### config.mk
export PLATFORM = sky130hd
export DESIGN_NAME = imem_boot_loader
export DESIGN_NICKNAME = d
export VERILOG_FILES = /design/src/rtl/imem_boot_loader.sv
export SDC_FILE = /design/constraint.sdc
export NUM_CORES = 1
export LEC_CHECK = 0
export BUFFER_PORTS_ARGS = -buffer_cell sky130_fd_sc_hd__buf_2
export CAP_MARGIN = 40
export CORE_MARGIN = 2
export CORE_UTILIZATION = 55
export DETAILED_ROUTE_END_ITERATION = 7
export PLACE_DENSITY = 0.77
export SLEW_MARGIN = 20
export SYNTH_ARGS = -nofsm -noshare
export SYNTH_HDL_FRONTEND = slang
export SYNTH_SLANG_ARGS = --single-unit
export TNS_END_PERCENT = 100
### constraint.sdc
create_clock -name clk -period 5.2 [get_ports clk]
set_input_delay 0.26 -clock clk [delete_from_list [all_inputs] [get_ports clk]]
set_output_delay 0.26 -clock clk [all_outputs]
set_load 0.02 [all_outputs]
### src/rtl/imem_boot_loader.sv
// Boot loader: takes a length-prefixed, XOR-checksummed byte stream and writes 16-bit
// instruction words into instruction memory while holding the CPU core in reset.
module imem_boot_loader #(
   parameter int ADDR_STEP       = 4,
   parameter int MAX_WORDS       = 64,
   parameter bit HOLD_UNTIL_LOAD = 1'b1
) (
   input  logic        clk,
   input  logic        rst,
   input  logic        start,
   input  logic        in_valid,
   input  logic [7:0]  in_data,
   output logic        in_ready,
   output logic        imem_we,
   output logic [15:0] imem_addr,
   output logic [15:0] imem_wd,
   output logic        cpu_rst,
   output logic        busy,
   output logic        done,
   output logic        error,
   output logic [15:0] words_loaded
);

   typedef enum logic [3:0] {
      S_IDLE,
      S_LEN_LO,
      S_LEN_HI,
      S_DATA_LO,
      S_DATA_HI,
      S_CHECK,
      S_DONE,
      S_ERROR
   } state_t;

   state_t state, next_state;

   logic        xfer;
   logic [7:0]  len_lo;
   logic [7:0]  lo_byte;
   logic [7:0]  checksum;
   logic [15:0] word_count;
   logic [15:0] frame_len;

   assign frame_len = {in_data, len_lo};
   assign xfer      = in_valid & in_ready;

   always_ff @(posedge clk or negedge rst) begin
      if (!rst) state <= S_IDLE;
      else      state <= next_state;
   end

   always_comb begin
      next_state = state;
      in_ready   = 1'b0;
      case (state)
         S_IDLE:    if (start) next_state = S_LEN_LO;
         S_LEN_LO: begin
            in_ready = 1'b1;
            if (xfer) next_state = S_LEN_HI;
         end
         S_LEN_HI: begin
            in_ready = 1'b1;
            if (xfer) begin
               if (frame_len == 16'd0)                  next_state = S_CHECK;
               else if (frame_len > 16'(MAX_WORDS))     next_state = S_ERROR;
               else                                     next_state = S_DATA_LO;
            end
         end
         S_DATA_LO: begin
            in_ready = 1'b1;
            if (xfer) next_state = S_DATA_HI;
         end
         S_DATA_HI: begin
            in_ready = 1'b1;
            if (xfer) begin
               if (words_loaded + 16'd1 == word_count) next_state = S_CHECK;
               else                                    next_state = S_DATA_LO;
            end
         end
         S_CHECK: begin
            in_ready = 1'b1;
            if (xfer) next_state = (in_data == checksum) ? S_DONE : S_ERROR;
         end
         S_DONE:    next_state = S_IDLE;
         S_ERROR:   next_state = S_IDLE;
         default:   next_state = S_IDLE;
      endcase
   end

   // Datapath; the write strobe is registered so it lands the cycle after the hi byte,
   // and the address steps on the edge that ends that strobe.
   always_ff @(posedge clk or negedge rst) begin
      if (!rst) begin
         imem_we      <= 1'b0;
         imem_addr    <= 16'd0;
         imem_wd      <= 16'd0;
         cpu_rst      <= ~HOLD_UNTIL_LOAD;
         busy         <= 1'b0;
         done         <= 1'b0;
         error        <= 1'b0;
         words_loaded <= 16'd0;
         checksum     <= 8'd0;
         len_lo       <= 8'd0;
         lo_byte      <= 8'd0;
         word_count   <= 16'd0;
      end else begin
         imem_we <= 1'b0;
         if (imem_we) imem_addr <= imem_addr + 16'(ADDR_STEP);

         case (state)
            S_IDLE: begin
               if (start) begin
                  done         <= 1'b0;
                  error        <= 1'b0;
                  words_loaded <= 16'd0;
                  checksum     <= 8'd0;
                  imem_addr    <= 16'd0;
                  cpu_rst      <= 1'b0;
                  busy         <= 1'b1;
               end
            end
            S_LEN_LO: begin
               if (xfer) begin
                  len_lo   <= in_data;
                  checksum <= checksum ^ in_data;
               end
            end
            S_LEN_HI: begin
               if (xfer) begin
                  word_count <= frame_len;
                  checksum   <= checksum ^ in_data;
               end
            end
            S_DATA_LO: begin
               if (xfer) begin
                  lo_byte  <= in_data;
                  checksum <= checksum ^ in_data;
               end
            end
            S_DATA_HI: begin
               if (xfer) begin
                  imem_we      <= 1'b1;
                  imem_wd      <= {in_data, lo_byte};
                  words_loaded <= words_loaded + 16'd1;
                  checksum     <= checksum ^ in_data;
               end
            end
            default: ;
         endcase

         if (state != S_DONE && next_state == S_DONE) begin
            done    <= 1'b1;
            busy    <= 1'b0;
            cpu_rst <= 1'b1;
         end
         if (state != S_ERROR && next_state == S_ERROR) begin
            error <= 1'b1;
            busy  <= 1'b0;
         end
      end
   end

endmodule
==> flow_metrics.env, run 1 <==
export IMPL_outcome="finished clean"
export IMPL_fin_crit_ns=2.229
export IMPL_synth_cells=484
export IMPL_clock_latency_ns=0.37
export IMPL_min_path_type="in -> reg"
export IMPL_syn_area_per_cell_um2=9.922
export IMPL_routabilityCongestion=0.8947
export IMPL_wl_met3_um=598
export IMPL_fin_cells=647
export IMPL_setup_tns_ns=0
export IMPL_wire_per_inst_um=16.49
export IMPL_async_flop_share_pct=100.0
export IMPL_final_layout_size_suffix_gt1_share_pct=24.68
export IMPL_area_growth_pct=10.47
export IMPL_slew_headroom_pct=46.19
export IMPL_wl_mm=10.67
export IMPL_fmax_mhz=448.7
export IMPL_initial_core_util_pct=55.88
export IMPL_cts_buffer_depth=2
export IMPL_antenna_left=0
export IMPL_ys_types=63
export IMPL_cp_start_kind="flip-flop"
export IMPL_die_w_um=97.44
export IMPL_dpl_hpwl_mm=7.374
export IMPL_synth_seq_area_share_pct=48.98
export IMPL_grt_pass1_vias=3756
export IMPL_yosysWarnings=0
export IMPL_power_mw=2.053
export IMPL_yosys_area_top_type="dfrtp_1"
export IMPL_rsz0062_at_grt="no"
export IMPL_finalSetupViolCount=0
export IMPL_die_area_um2=9495
export IMPL_post_cts_buffers=0
export IMPL_cts_tree="built"
export IMPL_num_vias=3767
export IMPL_cts_buffers=9
export IMPL_ir_drop_mv=0.2050
export IMPL_cp_arrival_ns=2.47
export IMPL_avgViaCountPerCell=5.822
export IMPL_io_buffers=63
export IMPL_p_leak_nw=2.564
export IMPL_num_nets_final=548
export IMPL_min_period_over_period_pct=42.86
export IMPL_die_y_um=97.44
export IMPL_tightest_slew_ns=0.8063
export IMPL_synth_seq_cells=94
export IMPL_crit_path_end_kind="flip-flop"
export IMPL_cts_num_sinks=94
export IMPL_synth_edff_count=0
export IMPL_grt_ovfl_total=0
export IMPL_n_antenna_cell=0
export IMPL_drt_pass1_iter_count=5
export IMPL_antenna_found_initial=0
export IMPL_cp_max_fo=28
export IMPL_top_layer="met4"
export IMPL_grt_max_degree=56
export IMPL_grt_util_all_layers_pct=23.66
export IMPL_drv_slew=0
export IMPL_met2_length_mm=5.159
export IMPL_rows=34
export IMPL_drt_iter0_drc=214
export IMPL_coreArea_um2=8593
export IMPL_synth_top_flop_cell="dfrtp_1"
export IMPL_clkTransAtPathRegs_ns=0.10
export IMPL_finClkSkew_ns=0.009318
export IMPL_dpl_cell_count=630
export IMPL_power_density_nw_per_um2=386.9
export IMPL_cts_root_buf="clkbuf_8"
export IMPL_synth_area_leaders="dfrtp_1 49%, mux2_2 7.3%, nand2_1 5.6%, xnor2_1 4.0%, o21ai_0 3.8%"
export IMPL_maxCapViolCount=0
export IMPL_drt_met1_wl_mm=4.789
export IMPL_synthDominantCellAreaShare_pct=48.98
export IMPL_syn_area_um2=4802
export IMPL_hold_buffers=1
export IMPL_crit_type="reg -> reg"
export IMPL_cts_resized_gates=0
export IMPL_required_ns=5.44
export IMPL_finalHoldViolations=0
export IMPL_io_pins=66
export IMPL_grt_first_pass_wirelength_mm=18.19
export IMPL_final_core_util_pct=61.74
export IMPL_drt_drc_violations_left=0
export IMPL_htreeDepth=3
## final cells by class
cell class / count / area (µm²)
fill: 758 / 3288
sequential: 94 / 2352
multi-input combinational: 355 / 2263
timing repair buffer: 67 / 350.3
tap: 108 / 135.1
clock buffer: 9 / 123.9
clock inverter: 7 / 52.55
inverter: 7 / 27.53
## worst max-delay path, cell delays in order (launching register included)
cell	delay, ns
dfrtp_1	0.54
inv_2	0.09
or4_1	0.57
clkinv_2	0.34
nor2_2	0.22
o21ai_0	0.25
o41ai_1	0.10
## Yosys cell counts, drive strengths merged, types with 10 or more instances
| cell | count |
|---|---|
| clkbuf | 10 |
| dfrtp | 94 |
| nand2 | 72 |
| xor2 | 14 |
| xnor2 | 23 |
| a21oi | 11 |
| nor2 | 41 |
| nand3 | 13 |
| nand2b | 12 |
| nand4 | 13 |
| buf | 20 |
| mux2 | 31 |
| o21ai | 48 |
## layout by cell type (no fill, tap or decap), drive strengths merged, types with 4 or more instances in the layout
master,instances
nor2b,4
mux2,31
nor3b,4
dfrtp,94
nand3,13
buf,66
nor4,5
xor2,14
nand4,13
a21oi,11
and3,5
inv,10
xnor2,23
o31ai,5
nand2,72
nor3,9
or3,6
o21ai,48
nor2,41
nand2b,12
clkbuf,9
## cell families after synthesis
group | Yosys count | share of synthesized area (%)
AOI/OAI and AO/OA | 83 | 10.45
DFF | 94 | 48.98
and+or+nand+nor | 197 | 21.34
other | 1 | 0.07809
muxes | 33 | 7.686
adders and majority gates | 2 | 0.5210
buffers and inverters | 37 | 4.038
xor gates and xnor gates | 37 | 6.905
## per-layer routing
layer	track usage (%)	vias up
met3	5.036	13
met1	32.90	1855
met2	36.60	127
met4	9.295	0
li1	-	1772
met5	0	-
## path summary, 6_finish.rpt
check                                 from         endpoint  slack [ns]  cells after the start
worst max-delay path              state[2]  words_loaded[4]        2.97                      6
max in group asynchronous              rst    word_count[0]        3.74                      3
min in group asynchronous              rst  words_loaded[9]        0.39                      2
worst min-delay path            in_data[2]      imem_wd[10]        0.18                      3
worst max register to register    state[2]  words_loaded[4]        2.97                      6
worst min register to register  lo_byte[0]       imem_wd[0]        0.47                      2
## through the flow
stage	cell area (µm²)	worst slack [ns]	hold slack (ns)
after floorplan	4810	3.164	-0.03559
after global placement	5119	3.083	0.2600
after detailed placement	5119	3.019	0.2699
after CTS	5305	2.996	0.1694
after global routing	5305	2.786	0.1794
final	5305	2.971	0.1808
## state kept, by name, indices dropped and copies added (netlist names)
name,count
busy,1
lo_byte,8
len_lo,8
imem_addr,14
error,1
checksum,8
imem_wd,16
state,4
imem_we,1
done,1
word_count,16
words_loaded,16
## power by group
part | total [mW] | internal [mW] | switching (mW)
sequential | 1.05 | 0.903 | 0.148
combinational | 0.547 | 0.260 | 0.288
clock | 0.454 | 0.179 | 0.275
No activity file was read; power rests on OpenSTA's default activity.
==> inputs of run 2 (changes only) <==
--- a/config.mk
+++ b/config.mk
@@ -8,9 +8,9 @@
 export BUFFER_PORTS_ARGS = -buffer_cell sky130_fd_sc_hd__buf_2
 export CAP_MARGIN = 40
 export CORE_MARGIN = 2
-export CORE_UTILIZATION = 55
+export CORE_UTILIZATION = 52
 export DETAILED_ROUTE_END_ITERATION = 7
-export PLACE_DENSITY = 0.77
+export PLACE_DENSITY = 0.76
 export SLEW_MARGIN = 20
 export SYNTH_ARGS = -nofsm -noshare
 export SYNTH_HDL_FRONTEND = slang
==> constraint.sdc (replaced) <==
create_clock -name clk -period 1.8 [get_ports clk]
set_input_delay 0.09 -clock clk [delete_from_list [all_inputs] [get_ports clk]]
set_output_delay 0.09 -clock clk [all_outputs]
set_load 0.02 [all_outputs]
==> run 2 against run 1 <==
Effect of this change: the flow now finishes with violations (negative setup slack); combinational power grew to 3.4 times the previous value; clock power grew to 3.3 times the previous value; via count is 6.0% higher; sequential cell count stayed put; maximum frequency is 15% higher; utilization is 3.4 points higher; register-to-register slack worse by 3.1 ns; sequential share of layout area is 4.6 points lower; setup slack worse by 3.1 ns; die area is 5.5% higher; design area is 12% higher; critical endpoint is now state[1]; largest power group unchanged.
==> flow_metrics.env, run 2 (synthesis gave the netlist of run 1 again) <==
export IMPL_clkTransAtPathRegs_ns=0.10
export IMPL_grt_pass1_vias=3945
export IMPL_n_antenna_cell=0
export IMPL_dpl_hpwl_mm=8.299
export IMPL_num_vias=3992
export IMPL_top_layer="met4"
export IMPL_final_area_um2=5937
export IMPL_p_leak_nw=2.913
export IMPL_coreArea_um2=9109
export IMPL_io_buffers=63
export IMPL_wl_met3_um=387
export IMPL_wl_mm=11.78
export IMPL_cts_root_buf="clkbuf_8"
export IMPL_crit_family="simple AND/OR/NAND/NOR gates"
export IMPL_drt_met1_wl_mm=5.471
export IMPL_cts_num_sinks=94
export IMPL_drt_pass1_iter_count=4
export IMPL_required_ns=2.06
export IMPL_cp_start_kind="flip-flop"
export IMPL_worst_slack_ns=-0.1445
export IMPL_wire_per_inst_um=16.62
export IMPL_finClkSkew_ns=0.01306
export IMPL_cts_buffers=9
export IMPL_slowest_delay_ns=0.42
export IMPL_reg_largest_list="imem_wd: 16 flops, word_count: 16 flops, words_loaded: 16 flops"
export IMPL_crit_chain="ha_4 -> nand3_4 -> buf_12 -> nor4_4 -> xnor2_1 -> o221a_1 -> nand4_1 -> a21bo_1"
export IMPL_min_path_type="in -> reg"
export IMPL_crit_buf_inv=1
export IMPL_drv_slew=0
export IMPL_routabilityCongestion=0.9380
export IMPL_die_area_um2=10020
export IMPL_cts_buffer_depth=2
export IMPL_clock_latency_ns=0.37
export IMPL_finalSetupViolCount=6
export IMPL_num_nets_final=607
export IMPL_slowest_stage="dfrtp_2"
export IMPL_layout_commonest_cell="dfrtp_1"
export IMPL_layout_common_cells="86 x dfrtp_1, 72 x nand2_1, 63 x buf_2"
export IMPL_die_y_um=100.1
export IMPL_area_growth_pct=23.63
export IMPL_min_period_over_period_pct=108.0
export IMPL_antenna_found_initial=0
export IMPL_rsz0062_at_grt="yes"
export IMPL_rows=35
export IMPL_final_layout_size_suffix_gt1_share_pct=35.45
export IMPL_grt_max_degree=66
export IMPL_grt_ovfl_total=0
export IMPL_avgViaCountPerCell=5.630
export IMPL_power_mw=6.364
export IMPL_die_w_um=100.1
export IMPL_fin_crit_ns=1.945
export IMPL_whs_ns=0.02245
export IMPL_crit_path_end_kind="flip-flop"
export IMPL_outcome="finished, violations left"
export IMPL_violations="negative setup slack"
export IMPL_grt_first_pass_wirelength_mm=19.40
export IMPL_met2_length_mm=5.661
export IMPL_drt_drc_violations_left=0
export IMPL_fmax_mhz=514.3
export IMPL_htreeDepth=3
export IMPL_crit_type="reg -> reg"
export IMPL_initial_core_util_pct=52.72
export IMPL_cp_arrival_ns=2.21
export IMPL_antenna_left=0
export IMPL_dpl_cell_area_um2=5535
export IMPL_maxCapViolCount=0
export IMPL_cp_max_fo=5
export IMPL_finalHoldViolations=0
export IMPL_drt_iter0_drc=216
export IMPL_power_density_nw_per_um2=1072
export IMPL_grt_util_all_layers_pct=24.58
export IMPL_cts_tree="built"
export IMPL_ir_drop_mv=0.6544
export IMPL_io_pins=66
-- run 2: cell types whose count changed in the layout (fill, tap and decap cells not counted), moves of 2 or more --
cell / change
nor2_2: -2
nand3_2: +2
o21ai_1: +5
dfrtp_2: +8
buf_12: +3
o21ai_0: -6
nand3_1: -3
dfrtp_1: -8
nor2_4: +3
buf_4: +54
-- run 2: metrics by stage --
step | utilization, % | std cells | setup TNS (ns) | worst slack [ns]
after floorplan | - | 486 | -0.005494 | -0.005494
after global placement | 60.77 | 680 | -0.2968 | -0.1754
after detailed placement | 60.77 | 680 | -0.7137 | -0.1817
after CTS | 64.41 | 707 | -0.1693 | -0.1039
after global routing | 65.18 | 709 | -1.589 | -0.2540
final | 65.18 | 709 | -0.3556 | -0.1445
-- run 2: worst min-delay path, cell delays in order --
cell and delay (ns):
buf_2 0.16, nand2_1 0.07, nand2_1 0.04
-- run 2: final cells by class --
cell class                      instances  area (µm²)
Timing Repair Buffer                  126       832.0
Clock inverter                          6       66.31
Multi-Input combinational cell        355        2369
Clock buffer                           10       137.6
Fill cell                             732        3172
Tap cell                              111       138.9
Inverter                                7       31.28
Sequential cell                        94        2362
-- run 2: what timing repair did --
| action | CTS | global route |
|---|---|---|
| buffers inserted | 10 | 2 |
| pin swaps | 8 | 3 |
| resized for setup | 10 | 15 |
| endpoints found under the hold margin | 29 | 0 |
| endpoints found under the setup margin | 19 | 35 |
| hold buffers | 1 | 0 |
-- run 2: worst paths after layout --
check	start	endpoint	slack, ns	cells past startpoint
min in group asynchronous	rst	words_loaded[7]	0.16	2
max in group asynchronous	rst	len_lo[6]	0.95	3
worst min register to register	lo_byte[6]	imem_wd[6]	0.47	2
worst max-delay path	words_loaded[1]	state[1]	-0.14	8
worst max register to register	words_loaded[1]	state[1]	-0.14	8
worst min-delay path	in_data[5]	imem_wd[13]	0.02	3
-- run 2: report_power, final --
| group | total [mW] | internal, mW | leakage (nW) | switching (mW) |
|---|---|---|---|---|
| sequential | 3.02 | 2.61 | 1.23 | 0.406 |
| clock | 1.49 | 0.692 | 0.107 | 0.799 |
| combinational | 1.86 | 0.921 | 1.57 | 0.936 |
-- run 2: metal layers --
layer,vias up,track usage (%)
met5,-,0
met1,1975,33.77
met2,103,39.24
met4,0,10.12
li1,1888,-
met3,26,4.039
==> inputs of run 3 (changes only) <==
--- a/config.mk
+++ b/config.mk
@@ -8,9 +8,9 @@
 export BUFFER_PORTS_ARGS = -buffer_cell sky130_fd_sc_hd__buf_2
 export CAP_MARGIN = 40
 export CORE_MARGIN = 2
-export CORE_UTILIZATION = 52
+export CORE_UTILIZATION = 45
 export DETAILED_ROUTE_END_ITERATION = 7
-export PLACE_DENSITY = 0.76
+export PLACE_DENSITY = 0.67
 export SLEW_MARGIN = 20
 export SYNTH_ARGS = -nofsm -noshare
 export SYNTH_HDL_FRONTEND = slang
==> run 3 against run 2 <==
Effect of this change: the run still ends with negative setup slack left; hold slack better by 0.017 ns; sequential cell count unchanged; maximum frequency rose by 4.9%; via count decreased by 1.3%; clock power about the same.
==> flow_metrics.env, run 3 (synthesis gave the netlist of run 1 again) <==
export IMPL_dpl_cell_count=709
export IMPL_crit_chain="ha_4 -> nand3_4 -> or3_4 -> o21ai_2 -> o221a_1 -> nand4_1 -> o22ai_1"
export IMPL_dpl_hpwl_mm=8.644
export IMPL_routabilityCongestion=0.9680
export IMPL_p_switching_mw=2.120
export IMPL_fillCellCount=908
export IMPL_cts_root_buf="clkbuf_8"
export IMPL_drv_slew=0
export IMPL_cp_max_fo=6
export IMPL_required_ns=2.06
export IMPL_coreArea_um2=10320
export IMPL_p_leak_nw=2.913
export IMPL_drt_met1_wl_mm=5.318
export IMPL_slowest_delay_ns=0.41
export IMPL_clock_latency_ns=0.36
export IMPL_final_area_um2=6000
export IMPL_cp_start_kind="flip-flop"
export IMPL_violations="negative setup slack"
export IMPL_area_growth_pct=24.93
export IMPL_cts_tree="built"
export IMPL_finalSetupViolCount=2
export IMPL_final_core_util_pct=58.11
export IMPL_antenna_left=0
export IMPL_r2r_end="state[2]"
export IMPL_min_period_over_period_pct=103.0
export IMPL_grt_ovfl_total=0
export IMPL_seqPwrFrac_pct=46.9
export IMPL_r2r_start="words_loaded[1]"
export IMPL_crit_path_end_kind="flip-flop"
export IMPL_cts_buffers=9
export IMPL_htreeDepth=3
export IMPL_finClkSkew_ns=0.009942
export IMPL_dpl_cell_area_um2=5597
export IMPL_setup_tns_ns=-0.09418
export IMPL_wl_mm=11.76
export IMPL_min_to="imem_wd[13]"
export IMPL_grt_pass1_vias=3881
export IMPL_p_int_mw=4.324
export IMPL_p_comb_share_pct=29.5
export IMPL_wire_per_inst_um=16.09
export IMPL_drt_drc_violations_left=0
export IMPL_clkTransAtPathRegs_ns=0.10
export IMPL_slowest_stage="dfrtp_2"
export IMPL_die_w_um=107.3
export IMPL_hold_start="in_data[5]"
export IMPL_die_area_um2=11510
export IMPL_rrSetupSlack_ns=-0.05
export IMPL_drt_pass1_iter_count=5
export IMPL_fin_cells=731
export IMPL_whs_path_depth=3
export IMPL_avgViaCountPerCell=5.391
export IMPL_rr_worst_depth=7
export IMPL_drt_iter0_drc=139
export IMPL_num_nets_final=604
export IMPL_reg_largest_list="imem_wd: 16 flops, word_count: 16 flops, words_loaded: 16 flops"
export IMPL_multi_input_area_um2=2416
export IMPL_outcome="finished, violations left"
export IMPL_layout_commonest_cell="dfrtp_1"
export IMPL_io_buffers=63
export IMPL_fin_crit_ns=1.854
export IMPL_io_pins=66
export IMPL_layout_common_cells="83 x dfrtp_1, 72 x nand2_1, 63 x buf_2"
export IMPL_antenna_found_initial=0
export IMPL_p_sw_share_pct=32.90
export IMPL_clkPwrFrac_pct=23.5
export IMPL_die_y_um=107.3
export IMPL_top_layer="met4"
export IMPL_maxCapViolCount=0
export IMPL_initial_core_util_pct=46.52
export IMPL_rows=37
export IMPL_grt_first_pass_wirelength_mm=19.62
export IMPL_met2_length_mm=5.777
export IMPL_n_antenna_cell=0
export IMPL_final_layout_size_suffix_gt1_share_pct=37.31
export IMPL_rsz0062_at_grt="yes"
export IMPL_crit_type="reg -> reg"
export IMPL_grt_util_all_layers_pct=21.88
export IMPL_num_vias=3941
export IMPL_ir_drop_mv=0.6337
export IMPL_wl_met3_um=510
export IMPL_power_density_nw_per_um2=1074
export IMPL_worst_slack_ns=-0.05352
export IMPL_cp_arrival_ns=2.11
export IMPL_fmax_mhz=539.5
export IMPL_cts_buffer_depth=2
export IMPL_seq_area_um2=2366
export IMPL_cts_num_sinks=94
export IMPL_finalHoldViolations=0
export IMPL_grt_max_degree=45
export IMPL_min_path_type="in -> reg"
[run 3: cell count changes in the layout (fill, tap and decap cells not counted), sizes merged]
| cell | before | now |
|---|---|---|
| buf | 125 | 122 |
| clkbuf | 10 | 12 |
| clkinv | 3 | 1 |
| clkinvlp | 0 | 2 |
| inv | 9 | 7 |
[run 3: power groups by stage]
| stage | sequential [mW] | combinational [mW] | clock (mW) |
|---|---|---|---|
| after global placement | 3.01 | 1.73 | 0 |
| after floorplan | 3.05 | 1.15 | 0 |
| final | 3.02 | 1.90 | 1.52 |
| after global routing | 3.09 | 2.10 | 1.64 |
| after detailed placement | 3.05 | 1.79 | 0 |
| after CTS | 3.01 | 1.81 | 1.54 |
[run 3: worst max path at each step]
| stage | depth (start not counted) | start | endpoint |
|---|---|---|---|
| finish | 7 | words_loaded[1] | state[2] |
| global route | 7 | words_loaded[1] | state[1] |
| CTS | 7 | words_loaded[0] | state[1] |
| detailed placement | 7 | words_loaded[1] | state[1] |
| global placement | 7 | words_loaded[1] | state[1] |
| floorplan | 7 | words_loaded[0] | state[1] |
[run 3: metrics by stage]
stage | hold slack (ns) | total power [mW] | worst slack, ns
2_1_floorplan | -0.2056 | 4.197 | -0.005494
3_3_place_gp | 0.08450 | 4.748 | -0.04588
3_5_place_dp | 0.09218 | 4.839 | -0.07565
4_1_cts | 0.02625 | 6.363 | -0.06451
5_1_grt | 0.03499 | 6.825 | -0.1001
6_report | 0.03983 | 6.444 | -0.05352
[run 3: layout make-up]
| class | count | area share (%) |
|---|---|---|
| Multi-Input combinational cell | 355 | 40.27 |
| Inverter | 7 | 0.5214 |
| Sequential cell | 94 | 39.44 |
| Clock inverter | 4 | 0.8968 |
| Tap cell | 136 | 2.836 |
| Timing Repair Buffer | 123 | 13.28 |
| Clock buffer | 12 | 2.753 |
[run 3: critical path: cells and delay by family, from the launching register on]
family | cells | cell delay [ns]
AND/OR/NAND/NOR | 3 | 0.62
AO/OA/AOI/OAI | 3 | 0.54
flip-flops | 1 | 0.41
adder cells (fa/ha/maj) | 1 | 0.18
[run 3: repair_timing]
item,CTS,global route
buffers inserted,1,4
pin swaps,7,10
hold endpoints to repair,35,0
hold buffers,1,0
setup endpoints to repair,21,28
resized for setup,7,31
[run 3: metal layers]
layer / GRT usage (%) / vias to the layer above
met5: 0 / -
met4: 7.328 / 0
met3: 4.237 / 10
met2: 34.81 / 100
met1: 30.11 / 1943
li1: - / 1888
